## config.mk

```make
export PLATFORM = sky130hd
export DESIGN_NAME = text_wr_ctrl
export DESIGN_NICKNAME = d
export VERILOG_FILES = /design/src/rtl/text_wr_ctrl.sv
export SDC_FILE = /design/constraint.sdc
export NUM_CORES = 1
export LEC_CHECK = 0
export BUFFER_PORTS_ARGS = -buffer_cell sky130_fd_sc_hd__buf_2
export CELL_PAD_IN_SITES_DETAIL_PLACEMENT = 2
export CELL_PAD_IN_SITES_GLOBAL_PLACEMENT = 2
export CORE_MARGIN = 4
export CORE_UTILIZATION = 36
export DETAILED_ROUTE_END_ITERATION = 12
export GPL_ROUTABILITY_DRIVEN = 0
export PLACE_DENSITY = 0.78
export SKIP_CTS_REPAIR_TIMING = 1
export SYNTH_ARGS = -nofsm -noshare
export SYNTH_HDL_FRONTEND = slang
export SYNTH_SLANG_ARGS = --single-unit
```

## constraint.sdc

```tcl
create_clock -name clk -period 2.32 [get_ports clk]
set_input_delay 0.232 -clock clk [delete_from_list [all_inputs] [get_ports clk]]
set_output_delay 0.232 -clock clk [all_outputs]
set_load 0.01 [all_outputs]
```

## src/rtl/text_wr_ctrl.sv

```systemverilog
// Text-mode RAM write controller: UART bytes and keys become text RAM writes, plus a full-screen clear.
// Optional macro TEXT_CTRL_CHAR_EN makes 0x0D/0x0A/0x08 move the cursor instead of being written.
`timescale 1ns/1ps
module text_wr_ctrl #(
  parameter int unsigned COLS      = 80,
  parameter int unsigned ROWS      = 30,
  parameter logic [7:0]  FILL_CHAR = 8'h00
) (
  input  logic        clk,
  input  logic        rst_n,
  input  logic        rx_tick,
  input  logic [7:0]  rx_data,
  input  logic        key_right,
  input  logic        key_down,
  input  logic        key_wr,
  input  logic        clr_req,
  output logic        we,
  output logic [11:0] wr_addr,
  output logic [7:0]  wr_data,
  output logic [6:0]  cur_x,
  output logic [4:0]  cur_y,
  output logic        busy,
  output logic        rx_ovf
);

  localparam logic [6:0] X_MAX = 7'(COLS - 1);
  localparam logic [4:0] Y_MAX = 5'(ROWS - 1);

  typedef enum logic {S_IDLE, S_CLEAR} state_t;

  state_t      r_state;
  state_t      w_state_nxt;
  logic [6:0]  r_x, w_x_nxt;
  logic [4:0]  r_y, w_y_nxt;
  logic [6:0]  r_clr_x, w_clr_x_nxt;
  logic [4:0]  r_clr_y, w_clr_y_nxt;
  logic        r_clr_end, w_clr_end_nxt;
  logic        r_we, w_we_nxt;
  logic [11:0] r_addr, w_addr_nxt;
  logic [7:0]  r_data, w_data_nxt;
  logic        r_hold_vld, w_hold_vld_nxt;
  logic [7:0]  r_hold_data, w_hold_data_nxt;
  logic        r_ovf, w_ovf_nxt;
  logic [7:0]  r_last, w_last_nxt;

  logic        w_rx_vld;
  logic [7:0]  w_rx_byte;
  logic        w_is_ctrl;
  logic [11:0] w_cur_step;
  logic [11:0] w_clr_step;
  logic [11:0] w_first_step;

  // Row-major successor of a screen position, wrapping to (0,0) after the last tile.
  function automatic logic [11:0] step_pos(input logic [6:0] x, input logic [4:0] y);
    logic [6:0] nx;
    logic [4:0] ny;
    if (x == X_MAX) begin
      nx = 7'd0;
      ny = (y == Y_MAX) ? 5'd0 : y + 5'd1;
    end else begin
      nx = x + 7'd1;
      ny = y;
    end
    return {ny, nx};
  endfunction

  assign w_cur_step   = step_pos(r_x, r_y);
  assign w_clr_step   = step_pos(r_clr_x, r_clr_y);
  assign w_first_step = step_pos(7'd0, 5'd0);

  // A byte parked during a clear is older than any new tick, so it is served first.
  assign w_rx_vld  = r_hold_vld | rx_tick;
  assign w_rx_byte = r_hold_vld ? r_hold_data : rx_data;

`ifdef TEXT_CTRL_CHAR_EN
  assign w_is_ctrl = (w_rx_byte == 8'h0D) || (w_rx_byte == 8'h0A) || (w_rx_byte == 8'h08);
`else
  assign w_is_ctrl = 1'b0;
`endif

  always_ff @(posedge clk or negedge rst_n) begin
    if (!rst_n) begin
      r_state     <= S_IDLE;
      r_x         <= 7'd0;
      r_y         <= 5'd0;
      r_clr_x     <= 7'd0;
      r_clr_y     <= 5'd0;
      r_clr_end   <= 1'b0;
      r_we        <= 1'b0;
      r_addr      <= 12'd0;
      r_data      <= 8'd0;
      r_hold_vld  <= 1'b0;
      r_hold_data <= 8'd0;
      r_ovf       <= 1'b0;
      r_last      <= 8'h20;
    end else begin
      r_state     <= w_state_nxt;
      r_x         <= w_x_nxt;
      r_y         <= w_y_nxt;
      r_clr_x     <= w_clr_x_nxt;
      r_clr_y     <= w_clr_y_nxt;
      r_clr_end   <= w_clr_end_nxt;
      r_we        <= w_we_nxt;
      r_addr      <= w_addr_nxt;
      r_data      <= w_data_nxt;
      r_hold_vld  <= w_hold_vld_nxt;
      r_hold_data <= w_hold_data_nxt;
      r_ovf       <= w_ovf_nxt;
      r_last      <= w_last_nxt;
    end
  end

  always_comb begin
    w_state_nxt = r_state;
    case (r_state)
      S_IDLE:  if (clr_req) w_state_nxt = S_CLEAR;
      S_CLEAR: if (r_clr_end) w_state_nxt = S_IDLE;
      default: w_state_nxt = S_IDLE;
    endcase
  end

  always_comb begin
    w_x_nxt         = r_x;
    w_y_nxt         = r_y;
    w_clr_x_nxt     = r_clr_x;
    w_clr_y_nxt     = r_clr_y;
    w_clr_end_nxt   = r_clr_end;
    w_we_nxt        = 1'b0;
    w_addr_nxt      = r_addr;
    w_data_nxt      = r_data;
    w_hold_vld_nxt  = r_hold_vld;
    w_hold_data_nxt = r_hold_data;
    w_ovf_nxt       = r_ovf;
    w_last_nxt      = r_last;

    case (r_state)
      S_IDLE: begin
        if (clr_req) begin
          // The first fill write leaves with the request so busy and we line up.
          w_we_nxt      = 1'b1;
          w_addr_nxt    = 12'd0;
          w_data_nxt    = FILL_CHAR;
          w_clr_x_nxt   = w_first_step[6:0];
          w_clr_y_nxt   = w_first_step[11:7];
          w_clr_end_nxt = (X_MAX == 7'd0) && (Y_MAX == 5'd0);
        end else if (w_rx_vld) begin
          if (r_hold_vld) begin
            w_hold_vld_nxt = rx_tick;
            if (rx_tick) w_hold_data_nxt = rx_data;
          end
          if (w_is_ctrl) begin
            case (w_rx_byte)
              8'h0D:   w_x_nxt = 7'd0;
              8'h0A:   w_y_nxt = (r_y == Y_MAX) ? 5'd0 : r_y + 5'd1;
              default: w_x_nxt = (r_x == 7'd0) ? 7'd0 : r_x - 7'd1;
            endcase
          end else begin
            w_we_nxt   = 1'b1;
            w_addr_nxt = {r_y, r_x};
            w_data_nxt = w_rx_byte;
            w_last_nxt = w_rx_byte;
            w_x_nxt    = w_cur_step[6:0];
            w_y_nxt    = w_cur_step[11:7];
          end
        end else begin
          if (key_wr) begin
            w_we_nxt   = 1'b1;
            w_addr_nxt = {r_y, r_x};
            w_data_nxt = r_last;
          end
          if (key_right) w_x_nxt = (r_x == X_MAX) ? 7'd0 : r_x + 7'd1;
          if (key_down)  w_y_nxt = (r_y == Y_MAX) ? 5'd0 : r_y + 5'd1;
        end
      end

      S_CLEAR: begin
        if (rx_tick) begin
          w_hold_vld_nxt  = 1'b1;
          w_hold_data_nxt = rx_data;
          if (r_hold_vld) w_ovf_nxt = 1'b1;
        end
        if (!r_clr_end) begin
          w_we_nxt   = 1'b1;
          w_addr_nxt = {r_clr_y, r_clr_x};
          w_data_nxt = FILL_CHAR;
          if ((r_clr_x == X_MAX) && (r_clr_y == Y_MAX)) begin
            w_clr_end_nxt = 1'b1;
          end else begin
            w_clr_x_nxt = w_clr_step[6:0];
            w_clr_y_nxt = w_clr_step[11:7];
          end
        end else begin
          w_x_nxt       = 7'd0;
          w_y_nxt       = 5'd0;
          w_clr_end_nxt = 1'b0;
        end
      end

      default: ;
    endcase
  end

  assign we      = r_we;
  assign wr_addr = r_addr;
  assign wr_data = r_data;
  assign cur_x   = r_x;
  assign cur_y   = r_y;
  assign busy    = (r_state == S_CLEAR);
  assign rx_ovf  = r_ovf;

endmodule

```

After elaboration in Yosys (flattened, before gate mapping)
Index checks and enable logic that the tools add are counted.

word-level totals
  bits in registers = 65
  word-level logic and storage cells = 103
  input bits = 15
  output and inout bits = 35

cells by class
  reduce and logical (&&, ||, !) cells = 10
  bitwise logic cells = 3
  muxes and demuxes = 56
  equal/unequal tests = 17
  add/subtract/negate cells = 4

operators with widths
  operator             count
  $mux 8               9
  $mux 7               9
  $mux 5               11
  $mux 12              4
  $pmux 8 s2           2
  $pmux 7 s2           2
  $pmux 12 s2          1
  $pmux 5 s2           2
  $reduce_and 3->1     6
  $add 7x1->7 const B  2
  $eq 7x7->1 const B   2
  $ne 2x2->1 const B   7
  $mux 1               12
  $add 5x1->5 const B  2
  $eq 5x5->1 const B   2
  $ne 3x3->1 const B   3
  $pmux 1 s2           4
  $reduce_and 4->1     2
  $ne 2x1->1 const B   2
  $ne 4x4->1 const B   1
  $not 1->1            2
  $reduce_and 2->1     1
  $logic_and 1x1->1    1
  $or 1x1->1           1

Depth between registers and ports, before layout
Gate-level depths: netlist of the first run.

  depth after elaboration = 6
  depth in mapped cells = 7
  gate-level depth less buffers = 6

Worst setup path before layout of the first run
Ideal clock, no wire load.

  path kind = reg-to-reg
  start = reg r_clr_x[4]
  end = reg r_clr_x[0]
  period minus slack after synthesis = 1.862 ns
  slack = 0.458 ns
  cell stages (with the launch flop) = 6
  path buffers = 1
  arrival time = 1.737 ns
  cell sequence = dfrtp_1 -> or3b_2 -> buf_2 -> nor2_1 -> a31o_2 -> mux2_2

between the ends
  word-level cells in the longest chain between the ends = 5
  elaborated cells between the ends (all ways) = 8
  those cells by class = eq/ne (2); mux (4); reduce/logical (2)

RTL lines
  item                    RTL line  text
  start, declared         35        logic [6:0] r_clr_x, w_clr_x_nxt;
  start signal, assigned  100       r_clr_x <= w_clr_x_nxt;
  $eq 7x7->1 (*)          57, 186
  $mux 7                  57        if (x == X_MAX) begin
  $mux 7                  186       if ((r_clr_x == X_MAX) && (r_clr_y == Y_MAX)) begin
  $mux 7                  182       if (!r_clr_end) begin
  $pmux 7 s2              136       case (r_state)

Every way passes the cells marked *; elsewhere a longest branch is shown, timed or not. The select of a mux whose other input is x is not followed.
A chain may end at the register's enable or synchronous reset.

Worst setup path after layout of the first run
Same ends and word-level chain as after synthesis.

==> flow_metrics.env, run 1 <==
export IMPL_outcome="complete, no violations"
export IMPL_ys_flop_type="dfrtp_1"
export IMPL_grt_pass1_vias=3127
export IMPL_critPathArrivalTime_ns=2.30
export IMPL_dr_total_vias=2773
export IMPL_finClkSkew_ns=0.0127
export IMPL_rsz0062_at_grt="false"
export IMPL_insertion_delay_ns=0.35
export IMPL_synth_distinct_cells=52
export IMPL_synth_edff_count=0
export IMPL_worstPathRequired_ns=2.55
export IMPL_end_kind="flip-flop"
export IMPL_fin_util_pct=44.5
export IMPL_stdcell_area_sq_um=3960
export IMPL_grt_pass1_wl_microns=16600
export IMPL_clkSlewWorstSetupHoldPaths_ns=0.08
export IMPL_drive_above_1_share_pct=25.2
export IMPL_synth_seq_cells=65
export IMPL_avgSynthCellArea_sq_um=10.3
export IMPL_worst_ir_drop_vdd_mv=0.284
export IMPL_ys_warn_count=0
export IMPL_relSlewSlack_pct=53.0
export IMPL_cts_path_max_buffers=2
export IMPL_criticalPathCategory="reg -> reg"
export IMPL_die_area_sq_um=10900
export IMPL_yosysSeqAreaShare_pct=48.6
export IMPL_htreeDepth=3
export IMPL_syn2layout_area_growth_pct=18.2
export IMPL_hold_class="in -> reg"
export IMPL_n_antenna_cell=0
export IMPL_rows=34
export IMPL_grt_ovfl_total=0
export IMPL_pre_cts_ws_ns=0.300
export IMPL_die_width_microns=104
export IMPL_syn_nets=345
export IMPL_fin_setup_tns_ns=0
export IMPL_firstDrtPassIters=4
export IMPL_root_buffer="clkbuf_8"
export IMPL_fmax_mhz=484
export IMPL_hpwl_microns=6990
export IMPL_fin_crit_ns=2.07
export IMPL_grt_usage_pct=19.1
export IMPL_cts_sinks=65
export IMPL_cts_buffers_inserted=9
export IMPL_synthArstFlopShare_pct=100
export IMPL_postRouteAntennaNets=0
export IMPL_fin_crit_sh_pct=89.1
export IMPL_port_buffers=49
export IMPL_layout_nets=397
export IMPL_vias_per_cell=5.67
export IMPL_total_power_uw=3090
export IMPL_setup_violations=0
export IMPL_antenna_found_initial=0
export IMPL_wl_microns=10100
export IMPL_cts_tree="done"
export IMPL_die_h_microns=104
export IMPL_design_core_area_sq_um=8890
export IMPL_placed_cell_area_sq_um=3720
export IMPL_setup_slack_ns=0.253
export IMPL_drtIter0Drc=90
export IMPL_drv_slew=0
export IMPL_powerDensity_nw_per_um2=780
export IMPL_worst_slew_pin_slew_ns=0.705
export IMPL_ios=50
export IMPL_critPathMaxFanout=7
export IMPL_syn_cell_area_sq_um=3350
export IMPL_wl_per_cell_microns=20.6
export IMPL_start_kind="flip-flop"
export IMPL_p_leak_uw=0.00192
export IMPL_maxCapViolations=0
export IMPL_drc_errors=0
export IMPL_floorplan_initialDensity_pct=37.6
export IMPL_grt_max_degree=41
export IMPL_hold_viol=0
export IMPL_postSynthCellCount=324
-- sequential cells by signal, indices dropped and copies added, names as in the netlist, 5 cells and up --
name / cells
r_clr_x: 7
r_last: 8
cur_x: 7
r_hold_data: 8
cur_y: 5
r_clr_y: 5
wr_addr: 12
wr_data: 8
-- routing by layer --
metal	part of all wire (%)	up-vias	global-route usage [%]
li1	-	1295	-
met1	44	1425	23.3
met2	52	42	34.4
met3	2.6	11	3.17
met4	1.3	0	5.41
met5	0	-	0
-- cell type report --
type / count / area, sq um
fillers: 952 / 4930
flip-flops and latches: 65 / 1630
multi-input cells: 234 / 1600
repair buffers: 61 / 350
clock buffers: 13 / 159
well taps: 108 / 135
clock inverters: 3 / 65.1
inverters: 5 / 18.8
-- through the flow --
stage / cells / hold WS (ns)
final: 489 / 0.148
after global routing: 489 / 0.146
after CTS: 488 / -0.0759
after detailed placement: 472 / 0.298
after global placement: 472 / 0.291
after floorplan: 324 / -0.0636
-- synth_stat cells (3+ instances only) --
library cell | count | share of area, %
dfrtp_1 | 64 | 48
nand2_1 | 41 | 4.6
o21ai_0 | 29 | 4.3
mux2i_1 | 16 | 4.8
a22o_1 | 13 | 3.4
clkbuf_1 | 12 | 1.3
nor2_1 | 12 | 1.3
a21oi_1 | 11 | 1.6
mux2_2 | 10 | 3.4
nand3_1 | 10 | 1.5
nor3b_1 | 10 | 2.2
nor3_1 | 9 | 1.3
a221o_1 | 8 | 2.4
ha_1 | 6 | 2.2
inv_1 | 5 | 0.56
buf_2 | 4 | 0.60
buf_6 | 4 | 1.3
nor2b_1 | 4 | 0.75
xor2_1 | 4 | 1.0
a211o_1 | 3 | 0.79
a21o_1 | 3 | 0.67
a31o_2 | 3 | 0.79
and3_1 | 3 | 0.56
and4b_1 | 3 | 0.90
nor4b_1 | 3 | 0.79
o21a_1 | 3 | 0.67
-- worst max-delay path, cell delays in order (launching register included) --
cell	delay [ns]
dfrtp_1	0.46
or3b_2	0.60
nor2_1	0.26
a31o_2	0.28
mux2_2	0.36
-- cell usage in the layout (no fill, tap or decap), types with 4 or more instances in the layout --
master    instances
dfrtp_1          64
buf_2            49
nand2_1          41
o21ai_0          29
mux2i_1          16
a22o_1           13
nor2_1           12
a21oi_1          11
clkbuf_8         11
nand3_1          10
nor3b_1          10
mux2_2           10
buf_4            10
nor3_1            9
a221o_1           8
ha_1              6
inv_1             5
nor2b_1           4
xor2_1            4
-- report_power, final --
group / internal [uW] / switching, uW / total (uW)
Combinational: 248 / 257 / 505
Sequential: 1290 / 162 / 1450
Clock: 664 / 466 / 1130
-- cell families after synthesis --
group / synth area share [%]
AO/OA/AOI/OAI: 18.4
AND/OR/NAND/NOR: 17.7
adder cells (fa/ha/maj): 2.24
flip-flops: 48.6
multiplexers: 8.15
XOR/XNOR: 1.05
buffers and inverters: 3.85
-- final timing paths --
| check | slack [ns] | to | from | cells past startpoint |
|---|---|---|---|---|
| max in group asynchronous | 1.17 | r_last[5]$_DFFE_PN1P_ | rst_n | 3 |
| hold reg to reg | 0.48 | wr_addr[2]$_DFFE_PN0P_ | wr_addr[2]$_DFFE_PN0P_ | 2 |
| hold / removal | 0.15 | r_hold_data[7]$_DFFE_PN0P_ | rx_data[7] | 2 |
| setup / recovery | 0.25 | r_clr_x[0]$_DFFE_PN0P_ | r_clr_x[4]$_DFFE_PN0P_ | 4 |
| min in group asynchronous | 0.44 | wr_addr[6]$_DFFE_PN0P_ | rst_n | 2 |
| setup reg to reg | 0.25 | r_clr_x[0]$_DFFE_PN0P_ | r_clr_x[4]$_DFFE_PN0P_ | 4 |
No activity file was read; power rests on OpenSTA's default activity.
==> inputs of run 2 (changes only) <==
==> config.mk (replaced) <==
export PLATFORM = sky130hd
export DESIGN_NAME = text_wr_ctrl
export DESIGN_NICKNAME = d
export VERILOG_FILES = /design/src/rtl/text_wr_ctrl.sv
export SDC_FILE = /design/constraint.sdc
export NUM_CORES = 1
export LEC_CHECK = 0
export BUFFER_PORTS_ARGS = -buffer_cell sky130_fd_sc_hd__buf_2
export CELL_PAD_IN_SITES_DETAIL_PLACEMENT = 1
export CELL_PAD_IN_SITES_GLOBAL_PLACEMENT = 1
export CORE_MARGIN = 4
export CORE_UTILIZATION = 46
export CTS_BUF_LIST = sky130_fd_sc_hd__clkbuf_4 sky130_fd_sc_hd__clkbuf_8
export DETAILED_ROUTE_END_ITERATION = 12
export GPL_ROUTABILITY_DRIVEN = 0
export PLACE_DENSITY = 0.81
export SKIP_CTS_REPAIR_TIMING = 1
export SYNTH_ARGS = -nofsm -noshare
export SYNTH_HDL_FRONTEND = slang
export SYNTH_SLANG_ARGS = --single-unit
export TNS_END_PERCENT = 5
==> flow_metrics.env, run 2 (synthesized netlist as in run 1, its figures left out) <==
export IMPL_slowest_delay_ns=0.58
export IMPL_crit_family="simple AND/OR/NAND/NOR gates"
export IMPL_dr_total_vias=2804
export IMPL_start_kind="flip-flop"
export IMPL_fin_crit_ns=2.02
export IMPL_p_leak_uw=0.00190
export IMPL_switching_power_uw=823
export IMPL_drtIter0Drc=114
export IMPL_hpwl_microns=6280
export IMPL_layout_commonest_cell="dfrtp_1"
export IMPL_regToRegStartpoint="r_clr_x[4]$_DFFE_PN0P_"
export IMPL_cts_sinks=65
export IMPL_r2r_cells=4
export IMPL_rows=30
export IMPL_grt_pass1_vias=2920
export IMPL_min_to="r_hold_data[0]$_DFFE_PN0P_"
export IMPL_cts_tree="done"
export IMPL_rsz0062_at_grt="false"
export IMPL_total_power_uw=2920
export IMPL_end_kind="flip-flop"
export IMPL_worst_hold_path_num_cells=2
export IMPL_die_area_sq_um=8700
export IMPL_drive_above_1_share_pct=25.3
export IMPL_design_core_area_sq_um=6940
export IMPL_dp_cells=459
export IMPL_relSlewSlack_pct=34.4
export IMPL_hold_class="in -> reg"
export IMPL_drv_slew=0
export IMPL_grt_usage_pct=21.6
export IMPL_fin_hold_ws_ns=0.155
export IMPL_cp_cell_sequence="or3b_2, nor2_1, a31o_2, mux2_2"
export IMPL_critPathMaxFanout=7
export IMPL_grt_max_degree=38
export IMPL_layout_common_cells="dfrtp_1 (64), buf_2 (49), nand2_1 (41)"
export IMPL_powerDensity_nw_per_um2=747
export IMPL_cts_path_max_buffers=2
export IMPL_wl_per_cell_microns=18.6
export IMPL_firstDrtPassIters=4
export IMPL_grt_ovfl_total=0
export IMPL_port_buffers=49
export IMPL_drc_errors=0
export IMPL_criticalPathCategory="reg -> reg"
export IMPL_r2r_slack_ns=0.30
export IMPL_insertion_delay_ns=0.34
export IMPL_p_int_uw=2100
export IMPL_final_cells=475
export IMPL_vias_per_cell=5.90
export IMPL_worst_slew_pin_slew_ns=0.977
export IMPL_outcome="complete, no violations"
export IMPL_root_buffer="clkbuf_8"
export IMPL_finClkSkew_ns=0.00748
export IMPL_worstPathRequired_ns=2.54
export IMPL_fin_setup_tns_ns=0
export IMPL_fmax_mhz=496
export IMPL_n_fill_cell=790
export IMPL_p_comb_share_pct=16.9
export IMPL_worst_ir_drop_vdd_mv=0.430
export IMPL_die_width_microns=93.3
export IMPL_slowest_stage="or3b_2"
export IMPL_maxCapViolations=0
export IMPL_sw_frac_of_total_pct=28.2
export IMPL_antenna_found_initial=0
export IMPL_n_antenna_cell=0
export IMPL_clkSlewWorstSetupHoldPaths_ns=0.07
export IMPL_hold_start="rx_data[0]"
export IMPL_postRouteAntennaNets=0
export IMPL_critPathArrivalTime_ns=2.23
export IMPL_fin_crit_sh_pct=86.9
export IMPL_power_frac_seq_pct=49.4
export IMPL_crit_buf_inv=0
export IMPL_layout_nets=396
export IMPL_cts_buffers_inserted=9
export IMPL_grt_pass1_wl_microns=14700
export IMPL_hold_viol=0
export IMPL_ios=50
export IMPL_p_clk_share_pct=33.7
export IMPL_setup_violations=0
export IMPL_wl_microns=8850
export IMPL_floorplan_initialDensity_pct=48.2
export IMPL_htreeDepth=3
export IMPL_r2r_end="r_clr_x[0]$_DFFE_PN0P_"
export IMPL_largest_register_ffs=12
export IMPL_die_h_microns=93.3
export IMPL_syn2layout_area_growth_pct=16.8
run 2: worst max path at each step:
stage / startpoint / to / slack [ns] / cells past startpoint
final: r_clr_x[4]$_DFFE_PN0P_ / r_clr_x[0]$_DFFE_PN0P_ / 0.30 / 4
after global placement: r_clr_x[4]$_DFFE_PN0P_ / r_clr_x[0]$_DFFE_PN0P_ / 0.41 / 4
after CTS: r_clr_x[4]$_DFFE_PN0P_ / r_clr_x[0]$_DFFE_PN0P_ / 0.31 / 4
after floorplan: r_clr_x[4]$_DFFE_PN0P_ / r_clr_x[0]$_DFFE_PN0P_ / 0.46 / 5
after detailed placement: r_clr_x[4]$_DFFE_PN0P_ / r_clr_x[0]$_DFFE_PN0P_ / 0.32 / 4
after global routing: r_clr_x[0]$_DFFE_PN0P_ / r_clr_x[0]$_DFFE_PN0P_ / 0.22 / 5
run 2: layout make-up:
type                       count  area (sq um)  area share, %
sequential                    65          1630           41.6
multi-input combinational    234          1600           41.0
timing repair buffer          60           343           8.77
clock buffer                  12           159           4.06
tap                           96           120           3.07
clock inverter                 3          40.0           1.02
inverter                       5          18.8          0.480
run 2: metal layers:
metal,GRT usage (%),wire [microns]
met1,29.5,4210
met5,0,0
met3,4.51,361
met4,7.57,105
met2,34.1,4180
run 2: stage by stage:
stage | utilization (%) | instance area (sq um) | worst slack [ns]
2_1_floorplan | - | 3350 | 0.458
5_1_grt | 56.3 | 3910 | 0.217
4_1_cts | 56.2 | 3900 | 0.309
6_report | 56.3 | 3910 | 0.305
3_5_place_dp | 53.3 | 3700 | 0.318
3_3_place_gp | 53.3 | 3700 | 0.407
run 2: worst reg2reg max path, stage by stage (launching register included):
cell	delay, ns
dfrtp_1	0.44
or3b_2	0.58
nor2_1	0.26
a31o_2	0.27
mux2_2	0.34
run 2: power by group through the flow:
stage / logic [uW] / clock network (uW) / registers, uW
after floorplan: 285 / 0 / 1460
after global placement: 477 / 0 / 1450
after detailed placement: 499 / 0 / 1460
after CTS: 505 / 1010 / 1440
after global routing: 562 / 1060 / 1470
final: 493 / 984 / 1440
